### config.mk
export PLATFORM = sky130hd
export DESIGN_NAME = data_mem_arbiter
export DESIGN_NICKNAME = d
export VERILOG_FILES = /design/src/rtl/data_mem_arbiter_pkg.sv /design/src/rtl/data_mem_arbiter_rr_arb2.sv /design/src/rtl/data_mem_arbiter.sv
export SDC_FILE = /design/constraint.sdc
export NUM_CORES = 1
export LEC_CHECK = 0
export ABC_AREA = 1
export BUFFER_PORTS_ARGS = -buffer_cell sky130_fd_sc_hd__buf_4
export CAP_MARGIN = 20
export CORE_ASPECT_RATIO = 1.2
export CORE_MARGIN = 5
export CORE_UTILIZATION = 47
export DETAILED_ROUTE_END_ITERATION = 8
export GPL_TIMING_DRIVEN = 0
export PLACE_DENSITY_LB_ADDON = 0.12
export SLEW_MARGIN = 20
export SYNTH_ARGS = -nofsm -noshare
export SYNTH_HDL_FRONTEND = slang
export SYNTH_SLANG_ARGS = --single-unit
### constraint.sdc
create_clock -name clk -period 1.8 [get_ports clk]
set_input_delay 0.45 -clock clk [delete_from_list [all_inputs] [get_ports clk]]
set_output_delay 0.45 -clock clk [all_outputs]
set_load 0.02 [all_outputs]
### src/rtl/data_mem_arbiter_pkg.sv
// Shared types and constants for the two-port data_mem arbiter.
// Holds the FSM encoding, requester port IDs and the latched command payload.
package data_mem_arb_pkg;

   localparam int unsigned DATA_W          = 32;
   localparam int unsigned MASK_W          = 4;
   localparam int unsigned DEFAULT_TIMEOUT = 15;

   typedef enum logic [1:0] {
      IDLE  = 2'd0,
      ISSUE = 2'd1,
      WAIT  = 2'd2,
      RESP  = 2'd3
   } arb_state_e;

   localparam logic PORT_CPU = 1'b0;
   localparam logic PORT_AUX = 1'b1;

   // Per-transaction attributes latched at grant time (address kept separately, it is parameterised).
   typedef struct packed {
      logic              we;
      logic [DATA_W-1:0] wdata;
      logic [MASK_W-1:0] sign_mask;
   } mem_cmd_t;

endpackage

### src/rtl/data_mem_arbiter_rr_arb2.sv
// Combinational two-input picker: returns the port ID that wins this IDLE cycle.
// Ties go to cpu under fixed priority, otherwise to the port not granted last.
module rr_arb2
   import data_mem_arb_pkg::*;
(
   input  logic [1:0] req_i,
   input  logic       last_i,
   input  logic       fixed_prio_i,
   output logic       grant_c_o
);

   always_comb begin
      grant_c_o = PORT_CPU;
      case (req_i)
         2'b10:   grant_c_o = PORT_AUX;
         2'b11:   grant_c_o = fixed_prio_i ? PORT_CPU : ~last_i;
         default: grant_c_o = PORT_CPU;
      endcase
   end

endmodule

### src/rtl/data_mem_arbiter.sv
// Shares the data_mem port between cpu and aux requesters, translating req/ack into
// data_mem's one-cycle strobe / clk_stall completion protocol with a WAIT timeout.
module data_mem_arbiter
   import data_mem_arb_pkg::*;
#(
   parameter int unsigned ADDR_W     = 32,
   parameter bit          FIXED_PRIO = 1'b0,
   parameter int unsigned TIMEOUT    = DEFAULT_TIMEOUT
) (
   input  logic              clk,
   input  logic              rst_n,
   input  logic              cpu_req,
   input  logic              cpu_we,
   input  logic [ADDR_W-1:0] cpu_addr,
   input  logic [31:0]       cpu_wdata,
   input  logic [3:0]        cpu_sign_mask,
   output logic              cpu_ack,
   output logic [31:0]       cpu_rdata,
   output logic              cpu_err,
   input  logic              aux_req,
   input  logic              aux_we,
   input  logic [ADDR_W-1:0] aux_addr,
   input  logic [31:0]       aux_wdata,
   input  logic [3:0]        aux_sign_mask,
   output logic              aux_ack,
   output logic [31:0]       aux_rdata,
   output logic              aux_err,
   output logic [ADDR_W-1:0] mem_addr,
   output logic [31:0]       mem_write_data,
   output logic [3:0]        mem_sign_mask,
   output logic              mem_memread,
   output logic              mem_memwrite,
   input  logic [31:0]       mem_read_data,
   input  logic              mem_clk_stall,
   output logic              busy,
   output logic              grant_aux
);

   localparam int unsigned CNT_W = $clog2(TIMEOUT + 1);

   arb_state_e        state_q, state_d;
   logic              last_q, last_d;
   logic              seen_stall_q, seen_stall_d;
   logic [CNT_W-1:0]  cnt_q, cnt_d;
   mem_cmd_t          cmd_q, cmd_d;
   logic [ADDR_W-1:0] addr_q, addr_d;
   logic              memread_q, memread_d;
   logic              memwrite_q, memwrite_d;
   logic              grant_aux_q, grant_aux_d;
   logic              busy_q, busy_d;
   logic              cpu_ack_q, cpu_ack_d;
   logic [31:0]       cpu_rdata_q, cpu_rdata_d;
   logic              cpu_err_q, cpu_err_d;
   logic              aux_ack_q, aux_ack_d;
   logic [31:0]       aux_rdata_q, aux_rdata_d;
   logic              aux_err_q, aux_err_d;

   logic              win_c;
   logic [CNT_W-1:0]  cnt_inc;
   logic              done;
   logic [31:0]       rsp_data;
   logic              rsp_err;

   rr_arb2 u_pick (
      .req_i        ({aux_req, cpu_req}),
      .last_i       (last_q),
      .fixed_prio_i (FIXED_PRIO),
      .grant_c_o    (win_c)
   );

   always_ff @(posedge clk or negedge rst_n) begin
      if (!rst_n) begin
         state_q      <= IDLE;
         last_q       <= PORT_AUX;
         seen_stall_q <= 1'b0;
         cnt_q        <= '0;
         cmd_q        <= '0;
         addr_q       <= '0;
         memread_q    <= 1'b0;
         memwrite_q   <= 1'b0;
         grant_aux_q  <= 1'b0;
         busy_q       <= 1'b0;
         cpu_ack_q    <= 1'b0;
         cpu_rdata_q  <= '0;
         cpu_err_q    <= 1'b0;
         aux_ack_q    <= 1'b0;
         aux_rdata_q  <= '0;
         aux_err_q    <= 1'b0;
      end else begin
         state_q      <= state_d;
         last_q       <= last_d;
         seen_stall_q <= seen_stall_d;
         cnt_q        <= cnt_d;
         cmd_q        <= cmd_d;
         addr_q       <= addr_d;
         memread_q    <= memread_d;
         memwrite_q   <= memwrite_d;
         grant_aux_q  <= grant_aux_d;
         busy_q       <= busy_d;
         cpu_ack_q    <= cpu_ack_d;
         cpu_rdata_q  <= cpu_rdata_d;
         cpu_err_q    <= cpu_err_d;
         aux_ack_q    <= aux_ack_d;
         aux_rdata_q  <= aux_rdata_d;
         aux_err_q    <= aux_err_d;
      end
   end

   // Strobes and acks default low so each is a single registered pulse.
   always_comb begin
      state_d      = state_q;
      last_d       = last_q;
      seen_stall_d = seen_stall_q;
      cnt_d        = cnt_q;
      cmd_d        = cmd_q;
      addr_d       = addr_q;
      memread_d    = 1'b0;
      memwrite_d   = 1'b0;
      grant_aux_d  = grant_aux_q;
      cpu_ack_d    = 1'b0;
      cpu_rdata_d  = cpu_rdata_q;
      cpu_err_d    = cpu_err_q;
      aux_ack_d    = 1'b0;
      aux_rdata_d  = aux_rdata_q;
      aux_err_d    = aux_err_q;
      cnt_inc      = cnt_q + CNT_W'(1);
      done         = 1'b0;
      rsp_data     = '0;
      rsp_err      = 1'b0;

      case (state_q)
         IDLE: begin
            if (cpu_req || aux_req) begin
               grant_aux_d = win_c;
               if (win_c == PORT_AUX) begin
                  cmd_d  = '{we: aux_we, wdata: aux_wdata, sign_mask: aux_sign_mask};
                  addr_d = aux_addr;
               end else begin
                  cmd_d  = '{we: cpu_we, wdata: cpu_wdata, sign_mask: cpu_sign_mask};
                  addr_d = cpu_addr;
               end
               // Strobe registered on ISSUE entry so it is high for exactly the ISSUE cycle.
               memread_d  = ~cmd_d.we;
               memwrite_d = cmd_d.we;
               state_d    = ISSUE;
            end
         end
         ISSUE: begin
            cnt_d        = '0;
            seen_stall_d = 1'b0;
            state_d      = WAIT;
         end
         WAIT: begin
            cnt_d = cnt_inc;
            if (mem_clk_stall) begin
               seen_stall_d = 1'b1;
            end
            // Real completion wins over a timeout landing in the same cycle.
            if (!mem_clk_stall && seen_stall_q) begin
               done     = 1'b1;
               rsp_data = cmd_q.we ? 32'h0 : mem_read_data;
            end else if (cnt_inc == CNT_W'(TIMEOUT)) begin
               done    = 1'b1;
               rsp_err = 1'b1;
            end
            if (done) begin
               state_d = RESP;
               if (grant_aux_q) begin
                  aux_ack_d   = 1'b1;
                  aux_rdata_d = rsp_data;
                  aux_err_d   = rsp_err;
               end else begin
                  cpu_ack_d   = 1'b1;
                  cpu_rdata_d = rsp_data;
                  cpu_err_d   = rsp_err;
               end
            end
         end
         RESP: begin
            last_d  = grant_aux_q;
            state_d = IDLE;
         end
         default: state_d = IDLE;
      endcase

      busy_d = (state_d != IDLE);
   end

   assign cpu_ack        = cpu_ack_q;
   assign cpu_rdata      = cpu_rdata_q;
   assign cpu_err        = cpu_err_q;
   assign aux_ack        = aux_ack_q;
   assign aux_rdata      = aux_rdata_q;
   assign aux_err        = aux_err_q;
   assign mem_addr       = addr_q;
   assign mem_write_data = cmd_q.wdata;
   assign mem_sign_mask  = cmd_q.sign_mask;
   assign mem_memread    = memread_q;
   assign mem_memwrite   = memwrite_q;
   assign busy           = busy_q;
   assign grant_aux      = grant_aux_q;

endmodule
After elaboration in Yosys (flattened, before gate mapping)
Index checks and enable logic that the tools add are counted.
{"block": "totals", "register_bits": 149, "input_bits": 175, "out_inout_bits": 140, "wordCells": 66}
{"block": "classes", "add_sub_neg": 1, "eq_ne": 7, "mux": 27, "bitwise": 3, "n_reduce_logical": 10}
{"operator": "2-to-1 mux 37 bit", "count": 3}
{"operator": "2-to-1 mux 32 bit", "count": 3}
{"operator": "2-to-1 mux 1 bit", "count": 15}
{"operator": "== test 2 bit (second input constant)", "count": 4}
{"operator": "one-hot mux 2 bit (4 select lines)", "count": 1}
{"operator": "one-hot mux 4 bit (2 select lines)", "count": 1}
{"operator": "AND reduction 3 bit", "count": 2}
{"operator": "adder 4 x 1 -> 4 bit (second input constant)", "count": 1}
{"operator": "== test 4 bit (second input constant)", "count": 1}
{"operator": "2-to-1 mux 2 bit", "count": 2}
{"operator": "one-hot mux 1 bit (2 select lines)", "count": 2}
{"operator": "AND reduction 2 bit", "count": 2}
{"operator": "nonzero test 2 bit", "count": 2}
{"operator": "NOT 1 bit", "count": 3}
{"operator": "== test 2 x 1 -> 1 bit (second input constant)", "count": 1}
{"operator": "zero test 2 bit", "count": 1}
{"operator": "!= test 2 bit (second input constant)", "count": 1}
{"operator": "logical AND 1 bit", "count": 1}
{"operator": "zero test 1 bit", "count": 1}
{"operator": "logical OR 1 bit", "count": 1}

Depth between registers and ports, before layout
Gate-level depths: netlist (run 1).
{"block": "depth", "ltp_word": 8, "depth_mapped": 11, "ltp_nobuf": 10}

Cells and area by module
A second synthesis (run 1) with hierarchy kept.
{"block": "unflattened", "cells_unflattened": 848, "area_unflattened_um2": 7006.7}
{"mod": "data_mem_arbiter", "instances": 1, "cells_each": 841, "area_per_inst_um2": 6977.9, "seq_area_each_um2": 3729.8}
{"mod": "rr_arb2", "instances": 1, "cells_each": 7, "area_per_inst_um2": 28.8, "seq_area_each_um2": 0.0}

Worst setup path after synthesis (run 1)
Ideal clock, no wire load.
{"block": "synth_path", "kind": "flip-flop to flip-flop", "start": "reg cnt_q[0]", "end": "reg cpu_rdata_q[10], in the netlist cpu_rdata[10]", "setup_ns": 0.117, "t_arrival_ns": 1.355, "t_required_ns": 1.683, "slack_ns": 0.328, "stages_incl_launch_ff": 11, "n_path_buf": 1, "synth_period_minus_slack_ns": 1.472, "path_cell_list": "dfrtp_1 > ha_1 > nand2_1 > nand2_2 > nor2_4 > nand2_2 > nand2_4 > nand2_2 > buf_2 > nand2_1 > nand2_1"}
{"block": "synth_via", "elab_chain_cells": 6}
{"item": "start, declared", "line": "data_mem_arbiter.sv:44", "source": "logic [CNT_W-1:0] cnt_q, cnt_d;"}
{"item": "start signal, assigned", "line": "data_mem_arbiter.sv:93", "source": "cnt_q <= cnt_d;"}
{"item": "adder 4 x 1 -> 4 bit", "line": "data_mem_arbiter.sv:126", "source": "cnt_inc = cnt_q + CNT_W'(1);"}
{"item": "== test 4 bit", "line": "data_mem_arbiter.sv:162", "source": "end else if (cnt_inc == CNT_W'(TIMEOUT)) begin"}
{"item": "2-to-1 mux 1 bit", "line": "data_mem_arbiter.sv:162"}
{"item": "2-to-1 mux 1 bit", "line": "data_mem_arbiter.sv:159", "source": "if (!mem_clk_stall && seen_stall_q) begin"}
{"item": "2-to-1 mux 1 bit", "line": "data_mem_arbiter.sv:131", "source": "case (state_q)"}
{"item": "AND reduction 3 bit (no line)"}
{"item": "end signal, assigned", "line": "data_mem_arbiter.sv:101", "source": "cpu_rdata_q <= cpu_rdata_d;"}
{"item": "end, declared", "line": "data_mem_arbiter.sv:52", "source": "logic [31:0] cpu_rdata_q, cpu_rdata_d;"}
Every way passes these cells. The select of a mux whose other input is x is not followed.
A chain may end at the register's enable or synchronous reset.

Worst setup path in the final report (run 1)
{"block": "layout_path", "start": "reg last_q", "end": "reg cmd_q[36] in the netlist's numbering"}
{"block": "layout_via", "elab_chain_cells": 5}
{"item": "start, declared", "line": "data_mem_arbiter.sv:42", "source": "logic last_q, last_d;"}
{"item": "start signal, assigned", "line": "data_mem_arbiter.sv:91", "source": "last_q <= last_d;"}
{"item": "NOT 1 bit", "line": "data_mem_arbiter_rr_arb2.sv:16", "source": "2'b11: grant_c_o = fixed_prio_i ? PORT_CPU : ~last_i;"}
{"item": "one-hot mux 1 bit (2 select lines)", "line": "data_mem_arbiter_rr_arb2.sv:14", "source": "case (req_i)"}
{"item": "2-to-1 mux 37 bit", "line": "data_mem_arbiter.sv:135", "source": "if (win_c == PORT_AUX) begin"}
{"item": "2-to-1 mux 37 bit", "line": "data_mem_arbiter.sv:133", "source": "if (cpu_req || aux_req) begin"}
{"item": "2-to-1 mux 37 bit", "line": "data_mem_arbiter.sv:131"}
{"item": "end signal, assigned", "line": "data_mem_arbiter.sv:94", "source": "cmd_q <= cmd_d;"}
{"item": "end, declared", "line": "data_mem_arbiter.sv:45", "source": "mem_cmd_t cmd_q, cmd_d;"}
Every way passes these cells. The select of a mux whose other input is x is not followed.

==> results of run 1 <==
==> sequential cells by signal, summed over array words and instances, names as in the netlist <==
register / flops
aux_rdata: 32
cpu_rdata: 32
mem_addr: 32
mem_write_data: 32
cnt_q: 4
mem_sign_mask: 4
state_q: 2
aux_ack: 1
aux_err: 1
busy: 1
cmd_q: 1
cpu_ack: 1
cpu_err: 1
grant_aux: 1
last_q: 1
mem_memread: 1
mem_memwrite: 1
seen_stall_q: 1
==> where the power goes <==
group	leakage [µW]	switching, µW	total [µW]	internal [µW]
logic	0.00324	4950	8480	3540
registers	0.00193	831	5610	4780
clock network	0.000275	1460	3550	2090
==> logic make-up after synthesis <==
group | Yosys count
buffers and inverters | 107
multiplexers | 1
flip-flops | 149
adder cells (fa/ha/maj) | 6
AO/OA/AOI/OAI | 146
AND/OR/NAND/NOR | 430
==> per-stage QoR <==
stage	setup TNS [ps]	hold slack [ps]	instance area (µm²)
3_3_place_gp	-67840	454.5	9499
3_5_place_dp	-1880	459.2	9534
2_1_floorplan	0	154.4	6923
5_1_grt	0	41.89	10170
4_1_cts	0	13.87	10140
6_report	0	-0.4056	10170
==> cell usage in the layout (no fill, tap or decap), types with 3 or more instances in the layout <==
cell,synthesis,layout
clkinvlp_4,0,5
nand3_1,67,67
buf_6,8,8
dfrtp_1,148,147
nand2_1,244,244
buf_4,36,352
nand4_1,3,3
o21ai_0,138,134
buf_2,16,16
nand2_2,5,4
inv_1,11,11
ha_1,6,4
clkbuf_1,29,21
inv_2,5,4
o21ai_1,5,9
clkbuf_4,0,4
inv_6,0,3
clkbuf_16,0,17
nor2_1,105,105
==> cell type report <==
cell class                      instances  area (µm²)
Clock inverter                         14       151.4
Buffer                                 90       591.8
Inverter                               17       66.31
Fill cell                            1227        4243
Tap cell                              175       219.0
Multi-Input combinational cell        583        2580
Sequential cell                       149        3731
Timing Repair Buffer                  315        2392
Clock buffer                           18       439.2
==> critical path, stage by stage (launching register included) <==
cell     delay (ps)
dfstp_2         530
nand2_1          80
nand2_4         130
inv_2            80
buf_2           200
o21ai_0         280
and2_1          220
nor2_1           50
==> per-layer routing <==
metal	routed length (µm)	share of wire, %
met1	8083	36
met2	11840	52
met5	0	0
met4	677	3.0
met3	2161	9.5
==> final timing paths <==
path | start | end | slack (ps) | cells past startpoint
worst max-delay path | last_q | cmd_q[36] | 130 | 7
worst min-delay path | rst_n | cpu_rdata[7] | -0.4 | 1
worst max register to register | last_q | cmd_q[36] | 130 | 7
worst min register to register | cpu_rdata[16] | cpu_rdata[16] | 470 | 2
max in group asynchronous | rst_n | last_q | 1020 | 2
min in group clk | aux_addr[18] | mem_addr[18] | 290 | 3
==> timing repair <==
action / CTS / global route
resized for setup: 8 / 28
hold endpoints to repair: 0 / 0
endpoints found under the setup margin: 64 / 104
==> key figures, run 1 <==
STA
  • Final hold viol count: 1
  • Final setup vio count: 0
  • Tcrit/Tclk final: 92.89%
  • PnR worst setup slack: 127.9 ps
  • Tmin final: 1672 ps
  • Worst Skew: 9.706 ps
  • Hold Slack: -0.4056 ps
  • Fmax: 598.1 MHz
  • Slew margin rel.: 61.14%
  • Pin slew with the least headroom to its limit: 582.9 ps
  • Max Transition Viols Final: 0
  • RSZ-0062 raised after global routing: false

Route
  • DRT Pass-1 Iters: 5
  • Routed wire length: 22760 µm
  • Initial drt markers: 564
  • Routed Antenna Nets: 0
  • DR vias/cell: 5.040
  • Wire per inst: 16.72 µm
  • Total number of vias: 6860
  • Drt drc: 0

Die
  • Rows: 48
  • IO Count: 315
  • Vert. Die Dim: 143.0 µm
  • Die ar.: 17270 µm²
  • Initial core utilization: 48.03%
  • Width of the die: 120.8 µm
  • Core box area: 14410 µm²

Clock network
  • Hold-fix buffer count after cts: 0
  • Cts bufs inserted: 17
  • Clock root cell: clkbuf_16
  • Post-CTS Setup Repair Bufs: 0
  • CTS clock-pin slew for the worst setup and hold paths: 60 ps
  • # clock sinks: 149
  • Skew-Pair Late Insertion Delay: 420 ps
  • CTS H-tree depth: 4
  • Clock tree buffer depth: 2
  • CTS tree: built

Pwr
  • P per Cell Area: 1735 nW/µm²
  • Worst VDD drop: 870.2 µV
  • Total power: 17640 µW
  • Pleak: 0.005440 µW

Final layout
  • Diode count: 0
  • Final Non-Filler Cells: 1361
  • Area grow syn2layout: 46.92%
  • Nets@finish: 1354
  • Fin util: 70.56%
  • Layout cells sized above 1: 36.85%

Placement
  • Cell total after placement: 1329
  • DP Worst Slack: -139.8 ps
  • GPL Wtd Cong: 0.9228
  • HPWL after DPL: 17580 µm
  • # port buffers: 314

GRT
  • M1 GR Usage: 29.16%
  • First-pass GRT wire length: 35440 µm
  • GR Util met3: 9.231%
  • Global routing usage on met2: 46.54%
  • Largest net degree at the start of global routing: 78
  • GRT Total Usage: 26.34%
  • Vias in the first global route: 6861
  • Grt total ovfl: 0
  • GRT busiest layer: met2
  • Initial antenna violation count: 0

Setup path
  • Crit end category: register
  • Crit start category: register
  • CP max FO: 10
  • Worst path required time: 2110 ps
  • WP data arrival: 1980 ps
  • Setup CP Type: register to register

Yosys
  • Post-synth top area share: 53.50%
  • Largest family of logic cells by synthesized area: simple AND/OR/NAND/NOR gates
  • Most frequent cell after synthesis: nand2_1
  • Yosys cell types: 27
  • Net Count, Synth: 1020
  • Synthesized area: 6923 µm²
  • Simple-Gate Fraction of Synth Area: 25.18%
  • Post-synth EDFFs: 0
  • Post-Synth Adder-Cell Area: 1.084%
  • Synth top cells by count: 244 x nand2_1, 148 x dfrtp_1, 138 x o21ai_0
  • Synth Area in XOR/XNOR: 0%
  • Synthesized instance count: 839
  • Top_reg_cell synth: dfrtp_1
  • Share of synthesized registers carrying an async set or reset: 100.0%
  • Cell taking the most area after synthesis: dfrtp_1
  • Post-synthesis compound-gate area fraction: 10.63%
  • Number of synthesized register bits: 149
  • Mux contribution to synthesized area: 0.1627%
  • Sequential element share of the synthesized area: 53.88%
  • Post-Synthesis Mean Instance Area: 8.251 µm²
  • Ys Warns: 0
  • Synth area leaders: dfrtp_1 53%, nand2_1 13%, o21ai_0 10%

Hold path
  • Hold Crit Class: input port to async pin

Outcome
  • Status: finished, violations left
  • Failing checks: hold timing

Job
  • Maximum Capacitance Violations: 0
(Power assumes the default switching activity.)
==> inputs of run 2 (changes only) <==
--- a/config.mk
+++ b/config.mk
@@ -12,7 +12,6 @@
 export CORE_MARGIN = 5
 export CORE_UTILIZATION = 47
 export DETAILED_ROUTE_END_ITERATION = 8
-export GPL_TIMING_DRIVEN = 0
 export PLACE_DENSITY_LB_ADDON = 0.12
 export SLEW_MARGIN = 20
 export SYNTH_ARGS = -nofsm -noshare
==> run 2 against run 1 <==
The run now ends clean. Clock skew rose by 2.2 ps. Flip-flop and latch count did not move. Utilization fell by 1.9 points. Via count fell by 3.7%. First-iteration DRC count rose by 11%. Sequential power barely moved.
==> key figures, run 2 (same netlist as run 1, synthesis figures left out) <==
Outcome
  • Status: finished clean (was finished, violations left)

Setup path
  • Worst R2R Path Depth: 10 (was 7)
  • WP data arrival: 1950 ps (was 1980 ps)
  • Crit start category: register (unchanged)
  • Worst reg2reg endpoint: cpu_rdata[23] (was cmd_q[36])
  • Worst setup startpoint: cnt_q[0] (was last_q)
  • Flop2flop setup slack: 150 ps (was 130 ps)
  • Buf/Inv on CP: 1 (was 2)
  • Worst path required time: 2090 ps (was 2110 ps)
  • Family with the most delay on the worst path: simple AND/OR/NAND/NOR gates (was flip-flops)
  • Crit end category: register (unchanged)
  • Slowest-stage cell, CP: dfrtp_1 (was dfstp_2)
  • Largest stage delay, worst path: 430 ps (was 530 ps)
  • Setup CP Type: register to register (unchanged)
  • Path length in cells of the critical path: 10 (was 7)
  • CP max FO: 34 (was 10)
  • Crit path cell chain: ha_1 > nand2_1 > nand2_2 > nor2_4 > nand2_2 > nand2_4 > nand2_2 > buf_12 > nand2_1 > nand2_1 (was nand2_1 > nand2_4 > inv_2 > buf_2 > o21ai_0 > and2_1 > nor2_1)
  • Crit Reg-Reg Startpoint: cnt_q[0] (was last_q)
  • Crit path to: cpu_rdata[23] (was cmd_q[36])

STA
  • Tmin final: 1654 ps (was 1672 ps)
  • Worst Skew: 11.88 ps (was 9.706 ps)
  • Max Transition Viols Final: 0 (unchanged)
  • Fmax: 604.4 MHz (was 598.1 MHz)
  • Slew margin rel.: 74.53% (was 61.14%)
  • Setup total negative slack: 0 ps (unchanged)
  • Final setup vio count: 0 (unchanged)
  • Hold Slack: 295.2 ps (was -0.4056 ps)
  • Tcrit/Tclk final: 91.91% (was 92.89%)
  • Pin slew with the least headroom to its limit: 382.1 ps (was 582.9 ps)
  • RSZ-0062 raised after global routing: false (unchanged)
  • Final hold viol count: 0 (was 1)

Hold path
  • Hold Crit Class: input port to register (was input port to async pin)

Die
  • Die ar.: 17270 µm² (unchanged)
  • Core box area: 14410 µm² (unchanged)
  • Width of the die: 120.8 µm (unchanged)
  • Vert. Die Dim: 143.0 µm (unchanged)
  • IO Count: 315 (unchanged)
  • Initial core utilization: 48.03% (unchanged)
  • Rows: 48 (unchanged)

Final layout
  • Area grow syn2layout: 42.96% (was 46.92%)
  • Filler cells: 1236 (was 1227)
  • Fin util: 68.66% (was 70.56%)
  • Nets@finish: 1287 (was 1354)
  • Diode count: 0 (unchanged)
  • Layout cells sized above 1: 34.41% (was 36.85%)
  • Commonest non-fill, non-tap cell in the layout: buf_4 (unchanged)
  • Most frequent cells in the layout: 326 x buf_4, 244 x nand2_1, 148 x dfrtp_1 (was 352 x buf_4, 244 x nand2_1, 147 x dfrtp_1)

GRT
  • Largest net degree at the start of global routing: 71 (was 78)
  • Grt total ovfl: 0 (unchanged)
  • Initial antenna violation count: 0 (unchanged)
  • Vias in the first global route: 6383 (was 6861)
  • Global routing usage on met2: 41.68% (was 46.54%)
  • GRT Total Usage: 24.76% (was 26.34%)
  • GRT busiest layer: met2 (unchanged)
  • First-pass GRT wire length: 33810 µm (was 35440 µm)
  • M1 GR Usage: 29.67% (was 29.16%)
  • GR Util met3: 9.113% (was 9.231%)

Pwr
  • P per Cell Area: 1749 nW/µm² (was 1735 nW/µm²)
  • Worst VDD drop: 985.2 µV (was 870.2 µV)
  • Total power: 17310 µW (was 17640 µW)
  • Pleak: 0.005255 µW (was 0.005440 µW)

Clock network
  • Cts bufs inserted: 17 (unchanged)
  • # clock sinks: 149 (unchanged)
  • CTS tree: built (unchanged)
  • Clock root cell: clkbuf_16 (unchanged)
  • CTS H-tree depth: 4 (unchanged)
  • Clock tree buffer depth: 2 (unchanged)
  • Skew-Pair Late Insertion Delay: 410 ps (was 420 ps)
  • CTS clock-pin slew for the worst setup and hold paths: 60 ps (about the same)

Placement
  • HPWL after DPL: 16000 µm (was 17580 µm)
  • GPL Wtd Cong: 0.8189 (was 0.9228)
  • # port buffers: 314 (unchanged)

Route
  • Initial drt markers: 624 (was 564)
  • DR vias/cell: 5.103 (was 5.040)
  • Total number of vias: 6603 (was 6860)
  • Wire per inst: 16.86 µm (was 16.72 µm)
  • Routed Antenna Nets: 0 (unchanged)
  • DRT Pass-1 Iters: 7 (was 5)
  • Routed wire length: 21820 µm (was 22760 µm)
  • Drt drc: 0 (unchanged)

Job
  • Maximum Capacitance Violations: 0 (unchanged)
-- run 2: changes by cell type in the layout (fill, tap and decap cells not counted), moves of 4 or more --
cell / before / now
buf_4: 352 / 326
clkbuf_4: 4 / 0
buf_2: 16 / 0
buf_6: 8 / 1
clkinvlp_4: 5 / 1
o21ai_0: 134 / 138
o21ai_1: 9 / 5
buf_12: 0 / 10
clkbuf_1: 21 / 2
-- run 2: layer usage --
metal	up-vias	wire (µm)
met2	310	11030
li1	3196	-
met5	-	0
met4	0	588
met3	44	2091
met1	3053	8106
-- run 2: worst register-to-register path, stage by stage, from the launching register on --
cell,delay [ps]
dfrtp_1,430
ha_1,230
nand2_1,80
nand2_2,70
nor2_4,110
nand2_2,80
nand2_4,140
nand2_2,80
buf_12,180
nand2_1,90
nand2_1,60
-- run 2: report_power, final --
| group | internal, µW | switching (µW) |
|---|---|---|
| Clock | 2390 | 1470 |
| Sequential | 4780 | 846 |
| Combinational | 3070 | 4750 |
-- run 2: per-stage QoR --
stage | setup WS, ps | std cells | cell area (µm²)
floorplan | 327.7 | 839 | 6923
global route | 10.28 | 1294 | 9897
CTS | 88.56 | 1294 | 9894
global placement | 118.3 | 1261 | 9244
finish | 145.5 | 1294 | 9897
detailed placement | -35.33 | 1261 | 9244
-- run 2: repair_timing --
item,4_1_cts,5_1_grt
endpoints found under the setup margin,1,2
gates resized for setup,1,1
setup buffers,0,0
hold buffers,1,0
hold endpoints to repair,28,0
-- run 2: area by class of cell --
cell class                 instances  area [µm²]  area share, %
clock buffer                      20       446.7          4.513
clock inverter                    12       191.4          1.934
inverter                          17       68.82         0.6953
multi-input combinational        583        2572          25.99
sequential                       149        3730          37.69
tap                              175       219.0          2.212
timing repair buffer             338        2669          26.97
-- run 2: worst min path at each step --
stage                              from            endpoint  slack [ps]  depth (start not counted)
after CTS                  aux_addr[20]        mem_addr[20]         290                          3
final                      aux_addr[20]        mem_addr[20]         300                          3
after floorplan                   rst_n             aux_ack         150                          0
after global routing      aux_wdata[13]  mem_write_data[13]         320                          3
after detailed placement          rst_n        cpu_rdata[5]         370                          1
after global placement            rst_n        cpu_rdata[5]         370                          1
==> inputs of run 3 (changes only) <==
--- a/config.mk
+++ b/config.mk
@@ -8,10 +8,11 @@
 export ABC_AREA = 1
 export BUFFER_PORTS_ARGS = -buffer_cell sky130_fd_sc_hd__buf_4
 export CAP_MARGIN = 20
-export CORE_ASPECT_RATIO = 1.2
+export CORE_ASPECT_RATIO = 1.1
 export CORE_MARGIN = 5
-export CORE_UTILIZATION = 47
+export CORE_UTILIZATION = 43
 export DETAILED_ROUTE_END_ITERATION = 8
+export GPL_TIMING_DRIVEN = 0
 export PLACE_DENSITY_LB_ADDON = 0.12
 export SLEW_MARGIN = 20
 export SYNTH_ARGS = -nofsm -noshare
==> constraint.sdc (replaced) <==
create_clock -name clk -period 1.5 [get_ports clk]
set_input_delay 0.375 -clock clk [delete_from_list [all_inputs] [get_ports clk]]
set_output_delay 0.375 -clock clk [all_outputs]
set_load 0.02 [all_outputs]
==> run 3 against run 2 <==
Clock-buffer cell count did not move. Final area rose by 18%. Combinational power rose by 68%. Sequential share of layout area fell by 5.6 points. Register-to-register slack got worse by 260 ps. Non-clock buffer count rose by 110. Via count rose by 8.1%. Flip-flop and latch count did not move. Highest routed layer unchanged. Critical path depth did not move. Largest power group unchanged. The run now ends with setup timing left.
==> key figures, run 3 (same netlist as run 1, synthesis figures left out) <==
Clock network
  • CTS H-tree depth: 4 (unchanged)
  • CTS clock-pin slew for the worst setup and hold paths: 60 ps (about the same)
  • Cts bufs inserted: 17 (unchanged)
  • Clock root cell: clkbuf_16 (unchanged)
  • Skew-Pair Late Insertion Delay: 430 ps (was 410 ps)
  • CTS tree: built (unchanged)
  • # clock sinks: 149 (unchanged)
  • Clock tree buffer depth: 2 (unchanged)

Route
  • DRT Pass-1 Iters: 7 (unchanged)
  • Wire per inst: 17.96 µm (was 16.86 µm)
  • Routed Antenna Nets: 0 (unchanged)
  • DR vias/cell: 4.990 (was 5.103)
  • Routed wire length: 25680 µm (was 21820 µm)
  • Drt drc: 0 (unchanged)
  • Total number of vias: 7136 (was 6603)
  • Initial drt markers: 351 (was 624)

Die
  • Die ar.: 18740 µm² (was 17270 µm²)
  • Vert. Die Dim: 143.1 µm (was 143.0 µm)
  • Core box area: 15740 µm² (was 14410 µm²)
  • Width of the die: 131.0 µm (was 120.8 µm)
  • IO Count: 315 (unchanged)
  • Initial core utilization: 44.00% (was 48.03%)
  • Rows: 48 (unchanged)

GRT
  • Vias in the first global route: 6700 (was 6383)
  • GRT Total Usage: 24.71% (was 24.76%)
  • First-pass GRT wire length: 35560 µm (was 33810 µm)
  • Grt total ovfl: 0 (unchanged)
  • Largest net degree at the start of global routing: 89 (was 71)
  • Initial antenna violation count: 0 (unchanged)

Setup path
  • Family with the most delay on the worst path: simple AND/OR/NAND/NOR gates (unchanged)
  • WP data arrival: 1980 ps (was 1950 ps)
  • Flop2flop setup slack: -110 ps (was 150 ps)
  • Buf/Inv on CP: 2 (was 1)
  • Crit start category: register (unchanged)
  • Crit Reg-Reg Startpoint: cnt_q[1] (was cnt_q[0])
  • Setup CP Type: register to register (unchanged)
  • Worst path required time: 1860 ps (was 2090 ps)
  • Crit path cell chain: ha_4 > nand2_2 > nand2_4 > nor2_4 > nand2_4 > nand2_8 > clkbuf_16 > clkbuf_16 > nand3_1 > nand2_1 (was ha_1 > nand2_1 > nand2_2 > nor2_4 > nand2_2 > nand2_4 > nand2_2 > buf_12 > nand2_1 > nand2_1)
  • CP max FO: 6 (was 34)
  • Worst setup startpoint: cnt_q[1] (was cnt_q[0])
  • Slowest-stage cell, CP: dfrtp_2 (was dfrtp_1)
  • Crit end category: register (unchanged)
  • Largest stage delay, worst path: 440 ps (was 430 ps)

Final layout
  • Area grow syn2layout: 68.21% (was 42.96%)
  • Layout cells sized above 1: 48.37% (was 34.41%)
  • Most frequent cells in the layout: 365 x buf_4, 224 x nand2_1, 146 x dfrtp_1 (was 326 x buf_4, 244 x nand2_1, 148 x dfrtp_1)
  • Final Non-Filler Cells: 1430 (was 1294)
  • Design area: 11640 µm² (was 9897 µm²)
  • Commonest non-fill, non-tap cell in the layout: buf_4 (unchanged)
  • Nets@finish: 1398 (was 1287)
  • Diode count: 0 (unchanged)

STA
  • Tcrit/Tclk final: 107.5% (was 91.91%)
  • Fmax: 620.0 MHz (was 604.4 MHz)
  • Pin slew with the least headroom to its limit: 497.1 ps (was 382.1 ps)
  • Final setup vio count: 87 (was 0)
  • PnR worst setup slack: -113.0 ps (was 145.5 ps)
  • Worst Skew: 9.395 ps (was 11.88 ps)
  • Slew margin rel.: 66.86% (was 74.53%)
  • Max Transition Viols Final: 0 (unchanged)
  • RSZ-0062 raised after global routing: true (was false)
  • Final hold viol count: 0 (unchanged)
  • Setup total negative slack: -5140 ps (was 0 ps)
  • Tmin final: 1613 ps (was 1654 ps)

Placement
  • Cell total after placement: 1354 (was 1261)
  • Placed instance area: 9565 µm² (was 9244 µm²)
  • DP Worst Slack: -650.2 ps (was -35.33 ps)
  • HPWL after DPL: 17790 µm (was 16000 µm)
  • GPL Wtd Cong: 0.8926 (was 0.8189)
  • # port buffers: 314 (unchanged)

Job
  • Maximum Capacitance Violations: 0 (unchanged)

Pwr
  • Pleak: 0.006007 µW (was 0.005255 µW)
  • Worst VDD drop: 1109 µV (was 985.2 µV)
  • Total power: 24660 µW (was 17310 µW)
  • P per Cell Area: 2118 nW/µm² (was 1749 nW/µm²)

Hold path
  • Hold Startpoint: aux_addr[7] (was aux_addr[20])
  • Hold Crit Class: input port to register (unchanged)

Outcome
  • Status: finished, violations left (was finished clean)
  • Failing checks: setup timing
run 3: metrics by stage:
step           hold WS [ps]  utilization (%)
2_1_floorplan         79.41                -
5_1_grt               202.7            74.01
6_report              187.0            74.01
3_3_place_gp          455.5            60.57
3_5_place_dp          343.9            60.79
4_1_cts               183.1            66.86
run 3: what timing repair did:
action / CTS / global route
gates cloned: 1 / 15
endpoints found under the setup margin: 142 / 144
gates resized for setup: 69 / 271
buffers inserted: 7 / 22
hold endpoints to repair: 61 / 0
pin swaps: 3 / 78
hold buffers: 1 / 0
run 3: worst register-to-register path, stage by stage (launching register included):
cell	delay (ps)
dfrtp_2	440
ha_4	180
nand2_2	80
nand2_4	60
nor2_4	140
nand2_4	80
nand2_8	120
clkbuf_16	180
clkbuf_16	140
nand3_1	70
nand2_1	60
run 3: path summary, 6_finish.rpt:
check / end / cells past startpoint
setup / recovery: cpu_rdata[2] / 10
hold / removal: mem_addr[7] / 3
setup reg to reg: cpu_rdata[2] / 10
hold reg to reg: aux_rdata[4] / 2
max in group asynchronous: last_q / 3
min in group asynchronous: cpu_rdata[8] / 2
run 3: where the power goes:
| group | internal (µW) | switching (µW) | leakage, µW | total (µW) |
|---|---|---|---|---|
| clock | 3090 | 1710 | 0.000326 | 4800 |
| sequential | 5740 | 1060 | 0.00193 | 6800 |
| combinational | 6070 | 6990 | 0.00375 | 13100 |
| total | 14900 | 9760 | 0.00601 | 24700 |
run 3: metal layers:
metal / routed length [µm] / GRT usage [%] / vias to the layer above
met4: 559 / 7.201 / 0
met2: 13860 / 43.66 / 267
met1: 9175 / 28.02 / 3393
met3: 2090 / 8.567 / 42
met5: 0 / 0 / -
li1: - / - / 3434
run 3: area by class of cell:
type	count	area (µm²)
well taps	200	250.2
fillers	1180	4090
inverters	17	70.07
repair inverters	1	16.27
repair buffers	360	3045
plain buffers	88	807.0
clock buffers	20	466.7
multi-input cells	583	3058
clock inverters	12	198.9
flip-flops and latches	149	3732
